## src/rtl/thirty_two_bit_comparator.sv

```systemverilog
// thirty_two_bit_comparator: registered 32-bit magnitude compare built from eight nibble slices.
// Build option CMP_SIGNED_EN selects a two's-complement compare.
module thirty_two_bit_comparator (
   input  logic        clk,
   input  logic        rst,
   input  logic [31:0] a,
   input  logic [31:0] b,
   output logic        gt,
   output logic        eq,
   output logic        lt
);
   logic [7:0] sg;
   logic [7:0] sl;
   logic [1:0] u;
   logic [1:0] r;
   // {gt,lt} of a nibble; the first differing bit from the MSB yields {x,y} = 10 or 01
   function automatic logic [1:0] cmp4(input logic [3:0] x, input logic [3:0] y);
      logic [1:0] c;
      c = 2'b00;
      for (int i = 3; i >= 0; i--)
         if (c == 2'b00 && x[i] != y[i]) c = {x[i], y[i]};
      return c;
   endfunction
   for (genvar n = 0; n < 8; n++) begin : g_slice
      assign {sg[n], sl[n]} = cmp4(a[4*n+3:4*n], b[4*n+3:4*n]);
   end
   always_comb begin
      u = 2'b00;
      for (int i = 7; i >= 0; i--)
         if (u == 2'b00 && (sg[i] | sl[i])) u = {sg[i], sl[i]};
   end
`ifdef CMP_SIGNED_EN
   // differing sign bits: the non-negative operand is greater
   assign r = (a[31] != b[31]) ? {b[31], a[31]} : u;
`else
   assign r = u;
`endif
   always_ff @(posedge clk or posedge rst)
      if (rst) {gt, eq, lt} <= 3'b000;
      else {gt, eq, lt} <= {r[1], r == 2'b00, r[0]};
endmodule

```

## config.mk

```make
export PLATFORM = sky130hd
export DESIGN_NAME = thirty_two_bit_comparator
export DESIGN_NICKNAME = d
export VERILOG_FILES = /design/src/rtl/thirty_two_bit_comparator.sv
export SDC_FILE = /design/constraint.sdc
export NUM_CORES = 1
export LEC_CHECK = 0
export ABC_AREA = 0
export CORE_ASPECT_RATIO = 1.75
export CORE_MARGIN = 2
export CORE_UTILIZATION = 40
export CTS_BUF_LIST = sky130_fd_sc_hd__clkbuf_8 sky130_fd_sc_hd__clkbuf_16
export CTS_CLUSTER_SIZE = 30
export DETAILED_ROUTE_END_ITERATION = 16
export PLACE_DENSITY = 0.82
export SLEW_MARGIN = 20
export SYNTH_ARGS = -nofsm -noshare
export SYNTH_HDL_FRONTEND = slang
export SYNTH_SLANG_ARGS = --single-unit
```

## constraint.sdc

```tcl
create_clock -name clk -period 0.8 [get_ports clk]
set_input_delay 0.16 -clock clk [delete_from_list [all_inputs] [get_ports clk]]
set_output_delay 0.16 -clock clk [all_outputs]
set_load 0.01 [all_outputs]
```

==> reports/results.tsv <==
stage	metric	value	unit
outcome	run status	finished with violations	
outcome	violated checks	setup timing	
critical_path	worst endpoint data arrival time	1950	ps
synth	Mapped Nets	277	
clocking	TritonCTS Buffers	3	
placed_design	final weighted congestion in routability-driven placement	0.791	
synth	number of distinct library cells after synthesis	49	
critical_path	delay contributed by the slowest stage of the critical path	380	ps
grt	maximum number of pins on one net before global-route repair	7	
timing	f_max	0.540	GHz
power_and_ir_drop	Worst VDD drop	1.10	mV
critical_path	Crit-path slowest cell	sky130_fd_sc_hd__a221o_1	
timing	fin. max-slew vios	0	
drt	# DRC	0	
timing	setup violators final	6	
critical_path	data required time at the worst endpoint	900	ps
critical_path	Critical Setup Path Class	in2reg	
drt	wire per inst	12.1	µm
die	Core ar.	3140	µm²
final_layout	Filler Cell Count	222	
timing	transition time at the pin with the least slew margin	302	ps
synth	count of state elements after synthesis	3	
drt	vias per inst	5.27	
drt	violation count after the first detailed-route iteration	25	
synth	number of enable-type register cells in the synthesized netlist	0	
synth	synthesized instance count	195	
drt	total via count in the routed design	1743	
run	MaxCap Viol Count	0	
worst_hold_path	Hold Crit Class	in2async	
synth	cell area after synthesis	1320	µm²
critical_path	type of element capturing the critical path	flop	
timing	final hold vios	0	
final_layout	top library cells by usage in the layout, fill and taps aside	31 x sky130_fd_sc_hd__clkdlybuf4s50_1, 29 x sky130_fd_sc_hd__inv_1, 22 x sky130_fd_sc_hd__dlygate4sd2_1	
synth	area fraction of the dominant cell type after synthesis	0.152	
synth	top cells by area, synth	sky130_fd_sc_hd__ha_1 15%, sky130_fd_sc_hd__inv_1 9.4%, sky130_fd_sc_hd__nand2b_1 9.0%	
timing	Final WS setup	-1050	ps
drt	number of iterations in the first detailed-routing pass	4	
critical_path	cells traversed along the worst timing path	clkdlybuf4s15_1, inv_1, ha_2, a211oi_2, o21ai_1, a221o_1, nand3b_4, o221ai_2, a21o_1, o21bai_1	
grt	Overflow after GRT	0	
critical_path	biggest fanout along the worst timing path	3	
synth	leading area contributor after synthesis	sky130_fd_sc_hd__ha_1	
timing	worst relative slew slack	0.798	
die	total I/O pin count	69	
drt	total routed wirelength	4000	µm
critical_path	CP startpoint kind	primary input	
power_and_ir_drop	total power per unit cell area	824	nW/µm²
final_layout	net count of the finished layout	371	
synth	mean instance size in the synthesized netlist	6.74	µm²
synth	main combinational cell family by area after synthesis	compound AO/OA/AOI/OAI gates	
power_and_ir_drop	Power Total	2.12	mW
die	full die area	3780	µm²
synth	multiplexer fraction of the synthesized cell area	0	
grt	initial antenna violation count	0	
die	Die H	79.9	µm
synth	part of the Yosys area used for sequential elements	0.0571	
timing	RSZ-0062 raised after global routing	true	
final_layout	Inserted Diodes	0	
die	starting utilization of the core area	0.419	
grt	number of global-route vias before repair	1732	
placed_design	# port buffers	68	
power_and_ir_drop	standby leakage power	1.16	nW
timing	post-layout minimum cycle time	1850	ps
synth	post-synthesis share of cell area spent on xor and xnor gates	0.00666	
die	row cnt	27	
synth	arithmetic-cell share of the synthesized area counting full adders, half adders and majority gates	0.191	
clocking	root buf cell	sky130_fd_sc_hd__clkbuf_8	
synth	Async SR Flop Fraction	1.00	
synth	share of synthesized cell area in and, or, nand and nor gates	0.322	
grt	overall fraction of global-route tracks in use	0.217	
grt	first-pass GRT wire length	6330	µm
critical_path	top cell family by delay on the critical path	compound AO/OA/AOI/OAI gates	
clocking	CTS Sinks	3	
die	die width	47.3	µm
synth	warning count from the yosys run	0	
critical_path	buffer and inverter count on the worst path	2	
synth	Primary FF master, synth	sky130_fd_sc_hd__dfrtp_1	
final_layout	end-of-flow core utilization	0.818	
clocking	Clock Path Buffers	2	
clocking	TritonCTS clock tree	done	
timing	Period Utilization, post-route	2.31	
final_layout	area delta synth->final	95.3	%
clocking	clock slew at reported path FFs	30	ps
drt	number of nets with antenna violations after routing	0	
synth	complex-gate fraction of the synthesized area	0.329	
clocking	# H-tree levels	1	
final_layout	most common library cell in the layout ignoring fill and taps	sky130_fd_sc_hd__clkdlybuf4s50_1	
placed_design	Final HPWL DP	3090	µm
final_layout	layout cells sized above 1	0.306	
## cells by family (layout without fill, tap and decap cells)
kind of cell / after synthesis / in the layout
buffers and inverters: 33 / 126
DFF: 3 / 3
AOI/OAI and AO/OA: 64 / 64
and+or+nand+nor: 73 / 73
xor gates and xnor gates: 1 / 1
adders and majority gates: 21 / 21
## registers in the layout, indices dropped and copies added, names as in the netlist
register,cells
lt,1
eq,1
gt,1
## Yosys cell counts, drive strengths merged, types with 2 or more instances
library cell,number
inv,33
nand2b,19
a21oi,17
ha,16
nor2b,15
nor2,14
o21ai,13
nand2,8
maj3,5
a22oi,4
a31oi,3
dfrtp,3
nor3,3
nor3b,3
o211ai,3
o21bai,3
o22ai,3
a2111oi,2
a21o,2
nand3,2
## stage by stage
step / worst slack [ps] / cells / hold WS, ps / area, µm² / TNS, ps
final: -1050 / 331 / 111 / 2570 / -3100
after global routing: -1170 / 331 / 121 / 2570 / -3440
after CTS: -1040 / 331 / 112 / 2530 / -3020
after detailed placement: -1760 / 322 / 338 / 2260 / -5700
after global placement: -1680 / 322 / 345 / 2260 / -5510
after floorplan: -964 / 195 / -86.4 / 1400 / -2670
## routing by layer
metal,vias to the layer above,routed length (µm),GRT usage
li1,880,-,-
met1,798,1290,0.183
met2,57,2480,0.468
met3,8,147,0.00905
met4,0,85,0.0611
met5,-,0,0
## what timing repair did
action / CTS / global route
resized for setup: 122 / 12
hold buffers: 0 / 0
pin swaps: 41 / 11
cloned: 0 / 0
setup buffers: 5 / 0
setup endpoints to repair: 6 / 6
## where the power goes
part | switching, mW | internal [mW] | leakage (nW)
combinational | 0.663 | 0.837 | 1.10
clock | 0.101 | 0.327 | 0.0269
sequential | 0.0101 | 0.179 | 0.0347
## layout make-up
cell class | instances | area [µm²] | share of cell area
inverter | 33 | 139 | 0.0541
clock buffer | 3 | 41.3 | 0.0161
sequential | 3 | 75.1 | 0.0292
timing repair buffer | 89 | 817 | 0.318
tap | 43 | 53.8 | 0.0209
clock inverter | 1 | 3.75 | 0.00146
multi-input combinational | 159 | 1440 | 0.560
## worst paths after layout
check | startpoint | end | slack [ps] | depth (start not counted)
setup / recovery | b[23] | gt | -1050 | 10
hold / removal | rst | eq | 110 | 2
max in group asynchronous | rst | gt | 560 | 2
min in group clk | a[0] | eq | 670 | 4
Note: power is estimated with default switching activity, not from simulation.
